[config.mk]
export PLATFORM = sky130hd
export DESIGN_NAME = truth_table_sweeper_flat
export DESIGN_NICKNAME = d
export VERILOG_FILES = /design/src/rtl/tt_sweep_pkg.sv /design/src/rtl/truth_table_sweeper_if.sv /design/src/rtl/settle_timer.sv /design/src/rtl/truth_table_sweeper.sv /design/src/flat_wrapper.sv
export SDC_FILE = /design/constraint.sdc
export NUM_CORES = 1
export LEC_CHECK = 0
export ABC_CLOCK_PERIOD_IN_PS = 2100
export CORE_MARGIN = 2
export CORE_UTILIZATION = 41
export DETAILED_ROUTE_END_ITERATION = 16
export PLACE_DENSITY = 0.69
export SYNTH_ARGS = -nofsm -noshare
export SYNTH_HDL_FRONTEND = slang
export SYNTH_HIERARCHICAL = 1
export SYNTH_SLANG_ARGS = --single-unit
[constraint.sdc]
create_clock -name clk -period 2.1 [get_ports clk]
set_input_delay 0.63 -clock clk [delete_from_list [all_inputs] [get_ports clk]]
set_output_delay 0.63 -clock clk [all_outputs]
set_load 0.005 [all_outputs]
[src/rtl/tt_sweep_pkg.sv]
// rtl/tt_sweep_pkg.sv - shared types and helpers for the truth-table sweeper
package tt_sweep_pkg;

  typedef enum logic [1:0] {IDLE, SETTLE, SAMPLE, DONE} state_e;

  // Row 000 lands in the most significant bit of the code.
  localparam bit TT_MSB_FIRST = 1'b1;

  function automatic int unsigned tt_w(input int unsigned n);
    return 32'd1 << n;
  endfunction

endpackage

[src/rtl/truth_table_sweeper_if.sv]
// rtl/truth_table_sweeper_if.sv - control/result bundle between requester and sweeper
interface truth_table_sweeper_if #(
  parameter int unsigned TT_W = 8
);
  logic            start;
  logic [TT_W-1:0] expected;
  logic            busy;
  logic            done;
  logic [TT_W-1:0] tt_code;
  logic            match;

  modport master (output start, expected, input busy, done, tt_code, match);
  modport slave  (input start, expected, output busy, done, tt_code, match);
endinterface

[src/rtl/settle_timer.sv]
// rtl/settle_timer.sv - per-row settle down-counter; expire marks the last settle cycle
module settle_timer #(
  parameter int unsigned SETTLE_CYCLES = 4
) (
  input  logic clk,
  input  logic rst_n,
  input  logic load,
  input  logic en,
  output logic expire
);

  localparam logic [7:0] RELOAD = 8'(SETTLE_CYCLES - 1);

  logic [7:0] cnt;

  always_ff @(posedge clk) begin
    if (!rst_n) begin
      cnt <= 8'd0;
    end else if (load) begin
      cnt <= RELOAD;
    end else if (en && cnt != 8'd0) begin
      cnt <= cnt - 8'd1;
    end
  end

  assign expire = (cnt == 8'd0);

endmodule

[src/rtl/truth_table_sweeper.sv]
// rtl/truth_table_sweeper.sv - sweeps all input rows of a gate and assembles its truth-table code
module truth_table_sweeper
  import tt_sweep_pkg::*;
#(
  parameter int unsigned N_IN          = 3,
  parameter int unsigned SETTLE_CYCLES = 4
) (
  input  logic                  clk,
  input  logic                  rst_n,
  truth_table_sweeper_if.slave  ctl,
  output logic [N_IN-1:0]       dut_in,
  input  logic                  dut_out
);

  localparam int unsigned TT_W = tt_w(N_IN);

  state_e            state;
  logic [N_IN-1:0]   idx;
  logic [N_IN-1:0]   bitpos;
  logic [TT_W-1:0]   expected_q;
  logic [TT_W-1:0]   code_next;
  logic              last_row;
  logic              enter_settle;
  logic              expire;

  assign last_row     = (idx == N_IN'(TT_W - 1));
  assign bitpos       = TT_MSB_FIRST ? (N_IN'(TT_W - 1) - idx) : idx;
  assign enter_settle = (state == IDLE && ctl.start) || (state == SAMPLE && !last_row);

  always_comb begin
    code_next         = ctl.tt_code;
    code_next[bitpos] = dut_out;
  end

  settle_timer #(.SETTLE_CYCLES(SETTLE_CYCLES)) u_timer (
    .clk    (clk),
    .rst_n  (rst_n),
    .load   (enter_settle),
    .en     (state == SETTLE),
    .expire (expire)
  );

  always_ff @(posedge clk) begin
    if (!rst_n) begin
      state       <= IDLE;
      idx         <= '0;
      dut_in      <= '0;
      expected_q  <= '0;
      ctl.tt_code <= '0;
      ctl.match   <= 1'b0;
    end else begin
      case (state)
        IDLE: begin
          if (ctl.start) begin
            expected_q  <= ctl.expected;
            ctl.tt_code <= '0;
            ctl.match   <= 1'b0;
            idx         <= '0;
            dut_in      <= '0;
            state       <= SETTLE;
          end
        end
        SETTLE: begin
          if (expire) state <= SAMPLE;
        end
        SAMPLE: begin
          ctl.tt_code <= code_next;
          if (last_row) begin
            // Compare against the completed code so match is valid while done is high.
            ctl.match <= (code_next == expected_q);
            state     <= DONE;
          end else begin
            idx    <= idx + N_IN'(1);
            dut_in <= idx + N_IN'(1);
            state  <= SETTLE;
          end
        end
        DONE:    state <= IDLE;
        default: state <= IDLE;
      endcase
    end
  end

  assign ctl.busy = (state != IDLE);
  assign ctl.done = (state == DONE);

endmodule

[src/flat_wrapper.sv]
// flat-port wrapper written by rule: the top's interface ports become plain ports
module truth_table_sweeper_flat import tt_sweep_pkg::*;
#(
  parameter int unsigned N_IN          = 3,
  parameter int unsigned SETTLE_CYCLES = 4
)
  (clk, rst_n, dut_in, dut_out, ctl_start, ctl_expected, ctl_busy, ctl_done, ctl_tt_code, ctl_match);
  truth_table_sweeper_if #(.TT_W(8)) ctl_i ();
  input  logic clk;
  input  logic rst_n;
  output logic [N_IN-1:0] dut_in;
  input  logic dut_out;
  input wire logic [$bits(ctl_i.start)-1:0] ctl_start;
  input wire logic [$bits(ctl_i.expected)-1:0] ctl_expected;
  output wire logic [$bits(ctl_i.busy)-1:0] ctl_busy;
  output wire logic [$bits(ctl_i.done)-1:0] ctl_done;
  output wire logic [$bits(ctl_i.tt_code)-1:0] ctl_tt_code;
  output wire logic [$bits(ctl_i.match)-1:0] ctl_match;
  assign ctl_i.start = ctl_start;
  assign ctl_i.expected = ctl_expected;
  assign ctl_busy = ctl_i.busy;
  assign ctl_done = ctl_i.done;
  assign ctl_tt_code = ctl_i.tt_code;
  assign ctl_match = ctl_i.match;
  truth_table_sweeper #(.N_IN(N_IN), .SETTLE_CYCLES(SETTLE_CYCLES)) u_core (.clk(clk), .rst_n(rst_n), .ctl(ctl_i), .dut_in(dut_in), .dut_out(dut_out));
endmodule
==> results.py, run 1 <==
metrics = {
    "status": {
        "outcome": "finished, final reports clean",
    },
    "placement": {
        "port_buffers": 25,
        "place_area_sq_mm": 0.002178,
        "gp_congestion": 0.8072,
        "hpwlAfterDp_microns": 2882,
    },
    "clock_network": {
        "path_clk_slew_ns": 0.06,
        "ctsRootBufferMaster": "clkbuf_8",
        "numCtsBuffers": 5,
        "clock_latency_ns": 0.28,
        "cts_tree": "done",
        "clock-sinks": 30,
        "post-cts-setup-buffer-count": 0,
        "ctsHoldBuffers": 0,
        "htree_levels": 2,
        "cts_buffer_depth": 2,
    },
    "cells_and_area": {
        "nFillCells": 405,
        "area_delta_synth_final_pct": 27.61,
        "drive_above_1_share_pct": 17.07,
        "multi_input_area_sq_mm": 0.001119,
        "final_cell_area_sq_mm": 0.002278,
        "regArea_sq_um": 605.6,
        "diodes": 0,
        "fin_nets": 261,
    },
    "logic_synthesis": {
        "yosysMostFrequentCell": "dfxtp_1",
        "yosysTopAreaCell": "dfxtp_1",
        "synth_commonest_cells": "dfxtp_1, nand2_1, nor2b_1, a22oi_1, o21ai_0",
        "yosys_most_used_dff": "dfxtp_1",
        "synth_area_leaders": "dfxtp_1, nand2_1, mux2i_1",
        "synth_seq_cells": 30,
        "netlist.area_leader.share_pct": 33.64,
        "ys_types": 49,
        "ys_async_sr_fraction_pct": 0,
        "ys_warn_count": 6,
        "synth_edf_count": 0,
        "syn_area_sq_mm": 0.001785,
        "synth.avg_cell_area_sq_um": 8.667,
        "ys_seq_area_share_pct": 33.64,
        "netlist_instances": 206,
        "syn_nets": 222,
    },
    "detailed_routing": {
        "drt_wl_total_microns": 3940,
        "drt_first_pass_iters": 4,
        "via_count": 1604,
        "vias_per_cell": 5.419,
        "drt-initial-drc-count": 132,
        "wl_per_cell_microns": 13.31,
        "drc_errors": 0,
        "ant_nets": 0,
    },
    "power": {
        "ir_worst_vdd_mv": 0.5174,
        "p_per_area_mw_per_mm2": 803.7,
        "cellLeakagePower_nw": 0.8429,
    },
    "worst_setup_path": {
        "r2r_start": "u_core/idx[0]",
        "critPathRequiredTime_ns": 1.47,
        "crit_arrival_ns": 1.39,
        "crit_fanout": 11,
        "r2r_end": "u_core/ctl.match",
        "reg2reg_depth": 6,
        "start_kind": "register",
        "critPathKind": "reg2out",
        "r2r_setup_slack_ns": 0.28,
        "setup.worst_path.end_class": "output pin",
    },
    "global_route": {
        "antenna_found_initial": 0,
        "overflow": 0,
        "grt_pass1_wl_microns": 6886,
        "grt_max_degree": 27,
        "grt_pass1_vias": 1442,
        "track_usage_pct": 17.17,
    },
    "worst_hold_path": {
        "min_from": "u_core/expected_q[0]",
        "whs_endpoint": "u_core/expected_q[0]",
        "hold_depth": 2,
        "min_path_type": "reg2reg",
    },
    "timing": {
        "setup_violations": 0,
        "finalCritPeriodShare_pct": 96.01,
        "fin_crit_ns": 2.016,
        "rsz0062_at_grt": "false",
        "hold-worst-slack_ns": 0.4774,
        "final-max-slew-violation-count": 0,
        "hold_viol": 0,
        "slew_headroom_pct": 60.72,
        "fmax_mhz": 496.0,
        "clock_skew_ns": 0.003012,
        "worst_pin_slew_ns": 0.5839,
    },
    "die": {
        "fp.coreArea_sq_mm": 0.004086,
        "die_h_microns": 69.99,
        "die_w_microns": 69.99,
        "ios": 26,
        "num_rows": 23,
        "dieArea_sq_mm": 0.004899,
        "initial_core_util_pct": 43.69,
    },
    "flow_run": {
        "drv_cap": 0,
    },
}
==> worst max-delay path: stages, from the launching register on <==
cell	delay, ns
dfxtp_2	0.40
buf_4	0.20
clkdlybuf4s50_1	0.51
==> routing by layer <==
metal	global-route usage [%]	up-vias	part of all wire (%)	wire length, microns
met3	4.473	5	3.9	155
li1	-	835	-	-
met4	3.846	0	0.81	32
met5	0	-	0	0
met2	25.19	31	44	1731
met1	25.11	733	51	2021
==> cell families (layout without fill, tap and decap cells) <==
kind of cell | after synthesis | after routing | synth area share [%]
AO/OA/AOI/OAI | 55 | 55 | 21.58
adder cells (fa/ha/maj) | 4 | 4 | 2.803
buffers and inverters | 15 | 55 | 3.714
AND/OR/NAND/NOR | 89 | 89 | 31.12
XOR/XNOR | 3 | 3 | 1.472
flip-flops | 30 | 30 | 33.64
multiplexers | 10 | 10 | 5.676
==> sequential cells by signal, indices dropped and copies added (netlist names) <==
name	count
u_core/ctl.match	1
u_core/ctl.tt_code	8
u_core/expected_q	8
u_core/idx	3
u_core/state	2
u_core/u_timer/cnt	8
==> layout make-up <==
class                           instances  area share, %
Inverter                                5         0.8237
Sequential cell                        30          26.58
Multi-Input combinational cell        161          49.09
Timing Repair Buffer                   42          16.58
Tap cell                               50          2.746
Clock inverter                          2         0.5491
Clock buffer                            6          3.624
==> power by group <==
group	total [W]	internal [W]	switching (W)	leakage (nW)
Clock	0.000479	0.000263	0.000216	0.0472
Combinational	0.000640	0.000309	0.000331	0.550
Sequential	0.000712	0.000637	0.0000744	0.246
==> per-stage QoR <==
step / setup TNS, ns / setup slack, ns / power (W) / std cells / utilization (%)
floorplan: 0 / 0.2087 / 0.001141 / 206 / -
global placement: -0.7357 / -0.1545 / 0.001349 / 288 / 53.31
detailed placement: -0.9139 / -0.1790 / 0.001350 / 288 / 53.31
CTS: 0 / 0.02283 / 0.001837 / 296 / 55.69
global route: 0 / 0.02376 / 0.001971 / 296 / 55.76
finish: 0 / 0.08371 / 0.001831 / 296 / 55.76
==> repair_timing <==
item / in CTS / in global routing
hold endpoints to repair: 0 / 0
setup endpoints to repair: 2 / 2
gates resized for setup: 2 / 2
==> cells in the final DEF, fill, tap and decap left out, types with 2 or more instances in the layout <==
cell             count
dfxtp_1             26
a21boi_0             9
nor3b_2              4
o2111ai_1            3
nor2_1               6
a22oi_1             12
and3b_1              2
nand2b_1             5
mux2i_1              9
and2_1               2
ha_1                 4
nor2b_1             13
nand2_1             27
or4_1                3
nor4_1               2
or3b_2               3
inv_1                5
or3b_1               3
buf_4               17
nor3b_1              2
a21oi_1              5
clkbuf_8             6
o21ai_1              2
o21ai_0             12
dfxtp_2              4
and4bb_1             2
o211ai_1             2
clkdlybuf4s50_1     25
nand3b_1             7
xnor2_1              2
==> worst max path at each step <==
stage	cells past startpoint	startpoint	end	slack [ns]
6_report	2	u_core/idx[1]	dut_in[1]	0.08
5_1_grt	2	u_core/state[0]	ctl_busy	0.02
4_1_cts	2	u_core/state[1]	ctl_busy	0.02
3_5_place_dp	6	dut_out	u_core/ctl.match	-0.18
3_3_place_gp	6	dut_out	u_core/ctl.match	-0.15
2_1_floorplan	5	u_core/state[0]	u_core/u_timer/cnt[5]	0.21
(Power assumes the default switching activity.)
==> run 2: changes to the inputs <==
==> constraint.sdc (replaced) <==
create_clock -name clk -period 2.1 [get_ports clk]
set_input_delay 0.63 -clock clk [delete_from_list [all_inputs] [get_ports clk]]
set_output_delay 0.63 -clock clk [all_outputs]
set_load 0.02 [all_outputs]
==> results.py, run 2 (synthesized netlist as in run 1, its figures left out) <==
metrics = {
    "detailed_routing": {
        "drc_errors": 0,
        "drt_wl_total_microns": 4137,
        "drt-initial-drc-count": 109,
        "ant_nets": 0,
        "drt_first_pass_iters": 4,
        "via_count": 1644,
        "wl_per_cell_microns": 13.98,
        "vias_per_cell": 5.554,
    },
    "cells_and_area": {
        "layout.cells.non_filler": 296,
        "final_cell_mix": "nand2_1, dfxtp_1, clkdlybuf4s50_1",
        "fin_nets": 263,
        "final_cell_area_sq_mm": 0.002298,
        "final_core_util_pct": 56.25,
        "area_delta_synth_final_pct": 28.73,
        "nFillCells": 380,
        "top_regs": "u_core/ctl.tt_code x8, u_core/expected_q x8, u_core/u_timer/cnt x8",
        "drive_above_1_share_pct": 16.67,
        "diodes": 0,
    },
    "timing": {
        "clock_skew_ns": 0.008700,
        "finalCritPeriodShare_pct": 97.31,
        "worst_pin_slew_ns": 0.5073,
        "fmax_mhz": 489.4,
        "fin_ws_ns": 0.05650,
        "setup_violations": 0,
        "slew_headroom_pct": 65.31,
        "final-max-slew-violation-count": 0,
        "hold_viol": 0,
        "rsz0062_at_grt": "false",
        "fin_crit_ns": 2.044,
    },
    "global_route": {
        "grt_max_degree": 27,
        "overflow": 0,
        "grt_pass1_vias": 1475,
        "antenna_found_initial": 0,
        "grt_pass1_wl_microns": 7100,
        "track_usage_pct": 17.75,
    },
    "placement": {
        "hpwlAfterDp_microns": 3008,
        "gp_congestion": 0.8181,
        "placedCellCount": 290,
        "port_buffers": 25,
        "place_area_sq_mm": 0.002206,
        "place_ws_ns": -0.1917,
    },
    "worst_setup_path": {
        "r2r_end": "u_core/u_timer/cnt[7]",
        "crit_fanout": 3,
        "setup.worst_path.end_class": "register",
        "r2r_setup_slack_ns": 0.21,
        "start_kind": "primary input",
        "reg2reg_depth": 8,
        "critPathKind": "in2reg",
        "r2r_start": "u_core/idx[1]",
        "critPathRequiredTime_ns": 2.31,
        "crit_arrival_ns": 2.26,
    },
    "worst_hold_path": {
        "hold_depth": 2,
        "min_from": "u_core/expected_q[0]",
        "min_path_type": "reg2reg",
        "whs_endpoint": "u_core/expected_q[0]",
    },
    "clock_network": {
        "ctsHoldBuffers": 0,
        "path_clk_slew_ns": 0.07,
        "clock-sinks": 30,
        "cts_tree": "done",
        "clock_latency_ns": 0.28,
        "ctsRootBufferMaster": "clkbuf_8",
        "cts_buffer_depth": 2,
        "htree_levels": 2,
        "post-cts-setup-buffer-count": 0,
        "numCtsBuffers": 5,
    },
    "die": {
        "die_w_microns": 69.99,
        "initial_core_util_pct": 43.69,
        "num_rows": 23,
        "ios": 26,
        "die_h_microns": 69.99,
        "fp.coreArea_sq_mm": 0.004086,
        "dieArea_sq_mm": 0.004899,
    },
    "power": {
        "p_per_area_mw_per_mm2": 797.2,
        "power.total_w": 0.001832,
        "cellLeakagePower_nw": 0.9098,
        "ir_worst_vdd_mv": 0.5137,
    },
    "flow_run": {
        "drv_cap": 0,
    },
    "status": {
        "outcome": "finished, final reports clean",
    },
}
-- run 2: worst max-delay path, stage by stage --
cell             delay [ns]
clkdlybuf4s50_1        0.51
and4bb_1               0.23
o21ai_1                0.14
o211ai_1               0.10
or4_1                  0.52
o21ai_1                0.13
-- run 2: area by class of cell --
cell class / count / area, sq um / share of cell area (%)
multi-input combinational: 161 / 1119 / 48.67
sequential: 30 / 604.3 / 26.29
timing repair buffer: 44 / 411.6 / 17.91
clock buffer: 6 / 82.58 / 3.593
tap: 50 / 62.56 / 2.722
inverter: 5 / 18.77 / 0.8166
-- run 2: per-layer routing --
metal | track usage (%) | up-vias | wire length [microns]
li1 | - | 840 | -
met1 | 26.37 | 768 | 2133
met2 | 25.82 | 32 | 1781
met3 | 4.762 | 4 | 187
met4 | 3.205 | 0 | 35
met5 | 0 | - | 0
-- run 2: worst max path at each step --
stage / slack [ns] / endpoint / depth (start not counted) / startpoint
CTS: 0.03 / dut_in[0] / 2 / u_core/idx[0]
global route: 0.005 / u_core/ctl.match / 6 / dut_out
floorplan: 0.14 / u_core/u_timer/cnt[7] / 8 / u_core/idx[0]
detailed placement: -0.19 / u_core/ctl.match / 6 / dut_out
global placement: -0.15 / u_core/ctl.match / 6 / dut_out
finish: 0.06 / u_core/ctl.match / 6 / dut_out
-- run 2: timing repair --
| action | CTS | global route |
|---|---|---|
| setup endpoints to repair | 4 | 4 |
| pin swaps | 0 | 1 |
| hold endpoints to repair | 0 | 0 |
| resized for setup | 4 | 3 |
-- run 2: power breakdown --
group	internal, W	leakage (nW)	switching (W)
Sequential	0.000637	0.245	0.0000744
Clock	0.000252	0.0431	0.000202
Combinational	0.000314	0.621	0.000353
-- run 2: per-stage QoR --
stage / hold slack [ns] / TNS [ns]
global route: 0.5129 / 0
global placement: 0.4703 / -0.7598
finish: 0.4776 / 0
CTS: 0.4800 / 0
floorplan: 0.4523 / 0
detailed placement: 0.4721 / -1.158
==> run 3: changes to the inputs <==
--- a/config.mk
+++ b/config.mk
@@ -6,10 +6,10 @@
 export NUM_CORES = 1
 export LEC_CHECK = 0
 export ABC_CLOCK_PERIOD_IN_PS = 2100
+export CAP_MARGIN = 20
 export CORE_MARGIN = 2
 export CORE_UTILIZATION = 41
 export DETAILED_ROUTE_END_ITERATION = 16
-export PLACE_DENSITY = 0.69
 export SYNTH_ARGS = -nofsm -noshare
 export SYNTH_HDL_FRONTEND = slang
 export SYNTH_HIERARCHICAL = 1
==> results.py, run 3 (synthesized netlist as in run 1, its figures left out) <==
metrics = {
    "global_route": {
        "antenna_found_initial": 0,
        "grt_pass1_vias": 1586,
        "overflow": 0,
        "grt_max_degree": 27,
        "track_usage_pct": 19.18,
        "grt_pass1_wl_microns": 7465,
    },
    "cells_and_area": {
        "diodes": 0,
        "area_delta_synth_final_pct": 28.45,
        "layout.cells.non_filler": 299,
        "drive_above_1_share_pct": 16.87,
        "final_core_util_pct": 56.12,
        "mostFrequentLayoutCell": "dfxtp_1",
        "final_cell_mix": "dfxtp_1, nand2_1, clkdlybuf4s50_1",
        "nFillCells": 398,
        "top_regs": "u_core/ctl.tt_code x8, u_core/expected_q x8, u_core/u_timer/cnt x8",
        "fin_nets": 264,
    },
    "status": {
        "outcome": "finished, final reports clean",
    },
    "power": {
        "power.switching_w": 0.0006622,
        "cellLeakagePower_nw": 0.8671,
        "p_seq_share_pct": 37.9,
        "p_per_area_mw_per_mm2": 817.3,
        "clkPwrFrac_pct": 25.6,
        "power.total_w": 0.001874,
        "ir_worst_vdd_mv": 0.4428,
        "power.combinational.fraction_pct": 36.5,
        "swShare_pct": 35.33,
        "intPower_w": 0.001212,
    },
    "timing": {
        "fmax_mhz": 483.8,
        "hold_viol": 0,
        "final-max-slew-violation-count": 0,
        "clock_skew_ns": 0.005213,
        "worst_pin_slew_ns": 0.6609,
        "fin_ws_ns": 0.03309,
        "slew_headroom_pct": 55.53,
        "setup_violations": 0,
        "rsz0062_at_grt": "false",
        "fin_crit_ns": 2.067,
        "finalCritPeriodShare_pct": 98.42,
        "hold-worst-slack_ns": 0.4761,
    },
    "placement": {
        "gp_congestion": 0.8401,
        "hpwlAfterDp_microns": 3392,
        "place_ws_ns": -0.2516,
        "port_buffers": 25,
        "placedCellCount": 291,
    },
    "worst_setup_path": {
        "crit_arrival_ns": 2.29,
        "start_kind": "primary input",
        "setup.worst_path.end_class": "register",
        "critPathRequiredTime_ns": 2.32,
        "crit_fanout": 4,
        "critPathKind": "in2reg",
    },
    "die": {
        "ios": 26,
        "num_rows": 23,
        "die_h_microns": 69.99,
        "die_w_microns": 69.99,
        "fp.coreArea_sq_mm": 0.004086,
        "dieArea_sq_mm": 0.004899,
        "initial_core_util_pct": 43.69,
    },
    "clock_network": {
        "numCtsBuffers": 5,
        "clock_latency_ns": 0.28,
        "path_clk_slew_ns": 0.07,
        "cts_tree": "done",
        "clock-sinks": 30,
        "cts_buffer_depth": 2,
        "ctsRootBufferMaster": "clkbuf_8",
        "htree_levels": 2,
    },
    "detailed_routing": {
        "via_count": 1665,
        "vias_per_cell": 5.569,
        "drt-initial-drc-count": 116,
        "drc_errors": 0,
        "wl_per_cell_microns": 15.12,
        "drt_wl_total_microns": 4521,
        "ant_nets": 0,
        "drt_first_pass_iters": 4,
    },
    "worst_hold_path": {
        "min_path_type": "reg2reg",
    },
    "flow_run": {
        "drv_cap": 0,
    },
}
==> run 3: power groups by stage <==
stage	Clock [W]	Combinational, W	Sequential [W]
5_1_grt	0.000527	0.000760	0.000720
3_3_place_gp	0	0.000645	0.000711
3_5_place_dp	0	0.000678	0.000720
4_1_cts	0.000501	0.000677	0.000708
6_report	0.000479	0.000684	0.000711
2_1_floorplan	0	0.000460	0.000695
==> run 3: per-layer routing <==
metal / up-vias / track usage [%] / share of wire (%)
met2: 37 / 28.47 / 44
li1: 843 / - / -
met3: 9 / 4.762 / 3.7
met5: - / 0 / 0
met1: 776 / 26.55 / 51
met4: 0 / 7.692 / 1.7
==> run 3: stage by stage <==
step | instance area, sq um | TNS (ns)
after floorplan | 1785 | 0
after global placement | 2201 | -0.9523
after detailed placement | 2201 | -1.362
after CTS | 2291 | 0
after global routing | 2293 | 0
final | 2293 | 0
==> run 3: what timing repair did <==
item,CTS,global route
resized for setup,3,2
pin swaps,0,0
setup endpoints to repair,3,2
buffers inserted,0,0
hold buffers,0,0
cloned,0,0
==> run 3: worst paths after layout <==
kind	startpoint	end	slack [ns]	depth (start not counted)
worst min register to register	u_core/expected_q[0]	u_core/expected_q[0]	0.48	2
worst min-delay path	u_core/expected_q[0]	u_core/expected_q[0]	0.48	2
worst max-delay path	dut_out	u_core/ctl.match	0.03	6
worst max register to register	u_core/idx[0]	u_core/ctl.match	0.19	6
==> run 3: layout make-up <==
| cell class | count | area [sq um] | share of cell area (%) |
|---|---|---|---|
| Inverter | 5 | 18.77 | 0.8183 |
| Clock inverter | 1 | 5.005 | 0.2182 |
| Tap cell | 50 | 62.56 | 2.728 |
| Multi-Input combinational cell | 161 | 1120 | 48.83 |
| Clock buffer | 7 | 86.33 | 3.764 |
| Sequential cell | 30 | 603.1 | 26.30 |
| Timing Repair Buffer | 45 | 397.9 | 17.35 |
==> run 3: critical path, stage by stage <==
cell and delay [ns]:
clkdlybuf4s50_1 0.53, and4bb_1 0.23, o21ai_1 0.12, o211ai_1 0.10
or4_1 0.54, o21ai_1 0.14
